==> src/rtl/imm_gen_pipe.sv <==
// imm_gen_pipe: pipelined RISC-V immediate generator behind a two-entry elastic buffer.
// Define IMM_CSR_ZIMM_EN to decode type 7 as the zero-extended CSR uimm (ZIMM).
module imm_gen_pipe #(
  parameter int XLEN  = 32,
  parameter int TAG_W = 5
) (
  input  logic             clk,
  input  logic             rst,
  input  logic             flush,
  input  logic             in_valid,
  output logic             in_ready,
  input  logic [31:7]      instr_in,
  input  logic [2:0]       type_in,
  input  logic [TAG_W-1:0] tag_in,
  output logic             out_valid,
  input  logic             out_ready,
  output logic [XLEN-1:0]  imm_out,
  output logic [TAG_W-1:0] tag_out,
  output logic             illegal_out
);
  if (XLEN != 32 && XLEN != 64) begin : g_bad_xlen
    $error("imm_gen_pipe: XLEN must be 32 or 64");
  end
  logic [31:0]      imm32;
  logic [XLEN-1:0]  imm_c;
  logic             ill_c;
  logic             skid_valid;
  logic [XLEN-1:0]  skid_imm;
  logic [TAG_W-1:0] skid_tag;
  logic             skid_ill;
  logic             accept, consume, load_out;
  always_comb begin
    ill_c = 1'b0;
    case (type_in)
      3'd2:    imm32 = {{20{instr_in[31]}}, instr_in[31:20]};
      3'd3:    imm32 = {{20{instr_in[31]}}, instr_in[31:25], instr_in[11:7]};
      3'd4:    imm32 = {{20{instr_in[31]}}, instr_in[7], instr_in[30:25], instr_in[11:8], 1'b0};
      3'd5:    imm32 = {instr_in[31:12], 12'b0};
      3'd6:    imm32 = {{12{instr_in[31]}}, instr_in[19:12], instr_in[20], instr_in[30:21], 1'b0};
`ifdef IMM_CSR_ZIMM_EN
      3'd7:    imm32 = {27'b0, instr_in[19:15]};
`else
      3'd7: begin
        imm32 = '0;
        ill_c = 1'b1;
      end
`endif
      default: imm32 = '0;
    endcase
  end
  // Every 32-bit result is already sign-correct (ZIMM has bit 31 clear), so one sign extension covers XLEN=64.
  assign imm_c    = XLEN'($signed(imm32));
  assign in_ready = !skid_valid && !rst;
  assign accept   = in_valid && in_ready;
  assign consume  = out_valid && out_ready;
  assign load_out = !out_valid || consume;
  always_ff @(posedge clk or posedge rst) begin
    if (rst) begin
      out_valid   <= 1'b0;
      skid_valid  <= 1'b0;
      imm_out     <= '0;
      tag_out     <= '0;
      illegal_out <= 1'b0;
      skid_imm    <= '0;
      skid_tag    <= '0;
      skid_ill    <= 1'b0;
    end else if (flush) begin
      out_valid  <= 1'b0;
      skid_valid <= 1'b0;
    end else if (load_out) begin
      if (skid_valid) begin
        out_valid   <= 1'b1;
        skid_valid  <= 1'b0;
        imm_out     <= skid_imm;
        tag_out     <= skid_tag;
        illegal_out <= skid_ill;
      end else begin
        out_valid <= accept;
        if (accept) begin
          imm_out     <= imm_c;
          tag_out     <= tag_in;
          illegal_out <= ill_c;
        end
      end
    end else if (accept) begin
      skid_valid <= 1'b1;
      skid_imm   <= imm_c;
      skid_tag   <= tag_in;
      skid_ill   <= ill_c;
    end
  end
endmodule

==> config.mk <==
export PLATFORM = sky130hd
export DESIGN_NAME = imm_gen_pipe
export DESIGN_NICKNAME = d
export VERILOG_FILES = /design/src/rtl/imm_gen_pipe.sv
export SDC_FILE = /design/constraint.sdc
export NUM_CORES = 1
export LEC_CHECK = 0
export ABC_CLOCK_PERIOD_IN_PS = 2950
export BUFFER_PORTS_ARGS = -buffer_cell sky130_fd_sc_hd__buf_2
export CAP_MARGIN = 10
export CORE_MARGIN = 1
export CORE_UTILIZATION = 55
export CTS_BUF_LIST = sky130_fd_sc_hd__clkbuf_2 sky130_fd_sc_hd__clkbuf_4 sky130_fd_sc_hd__clkbuf_8
export DETAILED_ROUTE_END_ITERATION = 12
export PLACE_DENSITY = 0.88
export SLEW_MARGIN = 20
export SYNTH_ARGS = -nofsm -noshare
export SYNTH_HDL_FRONTEND = slang
export SYNTH_SLANG_ARGS = --single-unit
==> constraint.sdc <==
create_clock -name clk -period 2.95 [get_ports clk]
set_input_delay 0.59 -clock clk [delete_from_list [all_inputs] [get_ports clk]]
set_output_delay 0.59 -clock clk [all_outputs]
set_load 0.02 [all_outputs]
==> results of run 1 <==
cell families after synthesis:
kind of cell    count (synthesis)
simple gates                  125
compound gates                112
flops                          78
buf+inv                        34
mux                            30
worst paths after layout:
check | start | end
setup / recovery | skid_valid | in_ready
hold / removal | rst | skid_imm[15]
setup reg to reg | skid_valid | imm_out[1]
hold reg to reg | tag_out[1] | tag_out[1]
max in group asynchronous | rst | skid_imm[25]
min in group clk | flush | out_valid
state kept, by name (all words and copies together) (netlist names):
name,count
skid_ill,1
skid_imm,32
skid_tag,5
tag_out,5
skid_valid,1
illegal_out,1
imm_out,32
out_valid,1
per-layer routing:
layer,part of all wire (%),track usage (%),vias to the layer above
li1,-,-,1462
met1,41,33.9,1574
met2,50,44.3,172
met3,6.8,4.00,30
met4,2.2,11.2,0
met5,0,0,-
through the flow:
step                      instances  cell area, um2
after floorplan                 379            3950
after global placement          529            4280
after detailed placement        529            4280
after CTS                       543            4480
after global routing            543            4480
final                           543            4480
synthesized netlist by cell type:
cell type,n
nor2_4,1
buf_12,1
nand3_1,22
a21boi_1,1
inv_4,1
dfrtp_1,78
buf_6,13
nand4b_4,1
o211ai_1,16
nand2b_4,4
nand3b_4,1
buf_2,6
and3_1,1
nor3_1,2
o211ai_2,1
buf_1,2
mux2_2,3
mux2_4,11
nor2b_4,1
o21ai_1,13
a32o_1,4
o211a_4,1
inv_1,3
mux2i_1,15
o31ai_1,1
nand2_1,70
and2b_2,1
clkbuf_1,4
nor2_1,19
o221ai_2,8
buf_4,4
o21ai_0,37
a21oi_1,20
nand2_2,2
a21oi_2,10
mux2_1,1
power groups by stage:
stage	Sequential [mW]	Combinational, mW	Clock [mW]
6_report	1.30	0.570	0.837
5_1_grt	1.32	0.621	0.877
4_1_cts	1.30	0.574	0.841
3_5_place_dp	1.32	0.570	0
3_3_place_gp	1.31	0.548	0
2_1_floorplan	1.42	0.278	0
final cells by class:
type | count | share of cell area [%]
Inverter | 4 | 0.391
Multi-Input combinational cell | 267 | 38.8
Timing Repair Buffer | 84 | 10.1
Clock inverter | 1 | 0.670
Sequential cell | 78 | 43.6
Clock buffer | 13 | 3.85
Tap cell | 96 | 2.68
==> impl_metrics.toml, run 1 <==
[die]
die_area_mm2 = 0.00752
die_w_um = 86.7
core-area_mm2 = 0.00687
rows = 30
io_pins = 78
fp.dieH_um = 86.7
start_util_pct = 57.5

[synth]
synth_compound_area_share_pct = 19.3
ys_types = 36
avgSynthCellArea_um2 = 10.4
ys_ff_latch = 78
synth_seq_area_share_pct = 49.4
synthSimpleGateAreaFrac_pct = 15.3
synth_top_area_share_pct = 49.4
synthCells = 379
syn-num-nets = 417
yosys_warnings = 0
synth_top_cells_by_area = "dfrtp_1 (49%), nand2_1 (6.7%), o21ai_0 (4.7%)"
yosys-mux-area-fraction_pct = 9.13
synth_top_family_by_area = "compound AO/OA/AOI/OAI gates"
synthAdderAreaFrac_pct = 0
syn_area_mm2 = 0.00395
synthXorXnorAreaFrac_pct = 0
yosysTopAreaCell = "dfrtp_1"

[sta]
fin_setup_tns_ps = 0
period_share_pct = 70.2
finClkSkew_ps = 8.50
tightest_slew_ps = 607
relSlewSlack_pct = 59.5
drv_slew = 0
min_period_ps = 2070
final-hold-violation-count = 0
setup_slack_ps = 879
clock.fmax_mhz = 483
whs_ps = 340
setup_viol = 0
rsz0062_at_grt = "no"

[finish]
diodes = 0
n_fill_cell = 552
syn2layout_area_growth_pct = 13.5
fin_util_pct = 65.2
regArea_mm2 = 0.00195
layout_common_cells = "dfrtp_1 (77), buf_2 (77), nand2_1 (70)"
drive_above_1_share_pct = 32.7
multi_input_area_mm2 = 0.00174
layout.nets = 482

[setup_path]
worstPathRequired_ps = 2360
path_depth = 3
path_buf_inv = 2
crit_chain = "buf_4 > nor2_1 > buf_2"
ff2ff_path_depth = 4
reg2reg_setup_slack_ps = 910
start_kind = "register"
critPathKind = "reg2out"
crit_family = "buffers and inverters"
critPathArrivalTime_ps = 1480
path_max_fanout = 45
cp_slowest_stage_delay_ps = 470
slowest_stage = "buf_4"
worstSetupEndpointType = "primary output"

[placed_design]
gp_congestion = 0.753
io_buffers = 77
dp_hpwl_mm = 6.03
preCtsSetupSlack_ps = 917

[global_route]
grt_pass1_vias = 3171
grt_pass1_wl_mm = 15.1
grt_overflow = 0
grt_max_degree = 52
grt_use_total_pct = 26.3
antenna_found_initial = 0

[cts]
clock_path_buffers = 2
cts_tree = "yes"
numCtsBuffers = 9
ctsResizeCount = 0
cts.sinks = 78
clkTransAtPathRegs_ps = 80
postCtsSetupBuffers = 0
holdBufCountCts = 0
worstSkewPairLatency_ps = 360
htreeDepth = 3
root_buffer = "clkbuf_8"

[pwr]
power.clock.fraction_pct = 30.9
total_power_mw = 2.71
p_sw_share_pct = 30.1
ir_worst_vdd_mv = 0.260
powerDensity_mw_per_mm2 = 605
p_switching_uw = 815
leakage_nw = 2.14
power.internal_mw = 1.90
pwr-share-comb_pct = 21.0
p_seq_share_pct = 48.1

[route]
num_vias = 3238
wl_per_cell_um = 17.0
drt_iter0_markers = 294
postRouteAntennaNets = 0
vias_per_cell = 5.96
firstDrtPassIters = 5
drc_errors = 0
routed_wl_mm = 9.26

[job]
max_cap_viol_count = 0

[outcome]
outcome = "complete, no violations"

[worst_hold_path]
hold_path_class = "in2async"
No activity file was read; power rests on OpenSTA's default activity.
==> inputs of run 2 (changes only) <==
--- a/config.mk
+++ b/config.mk
@@ -5,7 +5,7 @@
 export SDC_FILE = /design/constraint.sdc
 export NUM_CORES = 1
 export LEC_CHECK = 0
-export ABC_CLOCK_PERIOD_IN_PS = 2950
+export ABC_CLOCK_PERIOD_IN_PS = 1970
 export BUFFER_PORTS_ARGS = -buffer_cell sky130_fd_sc_hd__buf_2
 export CAP_MARGIN = 10
 export CORE_MARGIN = 1
==> constraint.sdc (replaced) <==
create_clock -name clk -period 1.97 [get_ports clk]
set_input_delay 0.394 -clock clk [delete_from_list [all_inputs] [get_ports clk]]
set_output_delay 0.394 -clock clk [all_outputs]
set_load 0.02 [all_outputs]
==> run 2 against run 1 <==
Against the previous run:
- sequential power grew 50%
- wire length shrank 3.0%
- core utilization grew 0.76 points
- total power grew 52%
- register-to-register slack lost 610 ps
- clock power grew 58%
- count of clock-buffer cells in the layout shrank 2
- global-route usage grew 0.31 points
- via count shrank 2.7%
- final cell count grew 0.55%
- clock skew shrank 1.0 ps
==> impl_metrics.toml, run 2 (synthesized netlist as in run 1, its figures left out) <==
[outcome]
outcome = "complete, no violations"

[setup_path]
critPathKind = "reg2reg"
worstSetupEndpointType = "register"
path_max_fanout = 62
critPathArrivalTime_ps = 1920
crit_chain = "inv_4 > nand4b_4 > buf_12 > mux2_2"
r2r-start = "skid_valid"
start_kind = "register"
slowest_stage = "dfrtp_2"
cp_slowest_stage_delay_ps = 580
startpoint = "skid_valid"
worstPathRequired_ps = 2220

[global_route]
grt_pass1_wl_mm = 15.2
use_met1_pct = 35.1
grt_pass1_vias = 3152
top_usage_layer = "met2"
grt_max_degree = 79
grt_use_total_pct = 26.6
grt_overflow = 0
antenna_found_initial = 0
use_met3_pct = 5.43
grt_use_met2_pct = 43.4

[sta]
rsz0062_at_grt = "no"
min_period_ps = 1670
clock.fmax_mhz = 597
period_share_pct = 85.0
drv_slew = 0
finClkSkew_ps = 7.46
setup_viol = 0
tightest_slew_ps = 442
final-hold-violation-count = 0
fin_setup_tns_ps = 0
relSlewSlack_pct = 70.6

[finish]
drive_above_1_share_pct = 33.1
layout.nets = 484
layout_common_cells = "dfrtp_1 (77), buf_2 (77), nand2_1 (70)"
reg_top3 = "imm_out (32), skid_imm (32)"
syn2layout_area_growth_pct = 14.9
fin_cells = 546
diodes = 0

[cts]
clkTransAtPathRegs_ps = 80
clock_path_buffers = 2
postCtsSetupBuffers = 0
worstSkewPairLatency_ps = 350
cts.sinks = 78
holdBufCountCts = 0
cts_tree = "yes"
numCtsBuffers = 9
htreeDepth = 3
ctsResizeCount = 0
root_buffer = "clkbuf_8"

[pwr]
total_power_mw = 4.12
leakage_nw = 2.16
powerDensity_mw_per_mm2 = 909
ir_worst_vdd_mv = 0.377

[route]
drc_errors = 0
drt_iter0_markers = 209
firstDrtPassIters = 4
vias_per_cell = 5.77
postRouteAntennaNets = 0
routed_wl_mm = 8.97
wl_per_cell_um = 16.4
num_vias = 3150

[job]
max_cap_viol_count = 0

[worst_hold_path]
hold_path_class = "in2async"

[die]
core-area_mm2 = 0.00687
fp.dieH_um = 86.7
die_w_um = 86.7
die_area_mm2 = 0.00752
io_pins = 78
rows = 30
start_util_pct = 57.5

[placed_design]
gp_congestion = 0.826
dpl.cell_count = 531
dp_hpwl_mm = 5.95
io_buffers = 77
[run 2: changes by cell type in the layout (fill, tap and decap cells not counted)]
cell,delta
buf_12,+2
bufinv_16,+1
clkbuf_4,+1
clkbuf_8,-3
clkinv_2,+1
clkinvlp_4,+2
inv_2,-1
[run 2: worst paths after layout]
kind                                     to  slack [ps]  cells past startpoint
worst max register to register  skid_tag[2]         300                      4
worst max-delay path            skid_tag[2]         300                      4
min in group clk                  out_valid         230                      2
max in group asynchronous       imm_out[10]        1470                      3
worst min register to register   tag_out[1]         480                      2
worst min-delay path             imm_out[9]         180                      3
[run 2: final cells by class]
cell class	instances	area [um2]
multi-input cells	267	1740
clock inverters	4	72.6
flip-flops and latches	78	1950
fillers	553	2330
inverters	4	21.3
clock buffers	11	139
repair buffers	86	490
well taps	96	120
[run 2: worst max-delay path, delay by kind of cell (launching register included)]
kind,cells,cell delay [ps]
DFF,1,580
buffers and inverters,2,450
and+or+nand+nor,1,140
muxes,1,380
[run 2: metal layers]
| layer | wire length, um | share of wire, % |
|---|---|---|
| met5 | 0 | 0 |
| met3 | 417 | 4.6 |
| met4 | 223 | 2.5 |
| met1 | 3860 | 43 |
| met2 | 4470 | 50 |
[run 2: report_power, final]
part           total, mW  internal (mW)  switching [mW]
Sequential          1.95           1.82           0.125
Combinational      0.851          0.330           0.521
Clock               1.32          0.734           0.591
[run 2: metrics by stage]
stage	area [um2]	worst slack, ps	utilization [%]	hold WS [ps]
2_1_floorplan	3950	573	-	449
3_3_place_gp	4320	282	62.9	457
3_5_place_dp	4320	206	62.9	466
4_1_cts	4530	296	66.0	204
5_1_grt	4530	238	66.0	232
6_report	4530	295	66.0	181
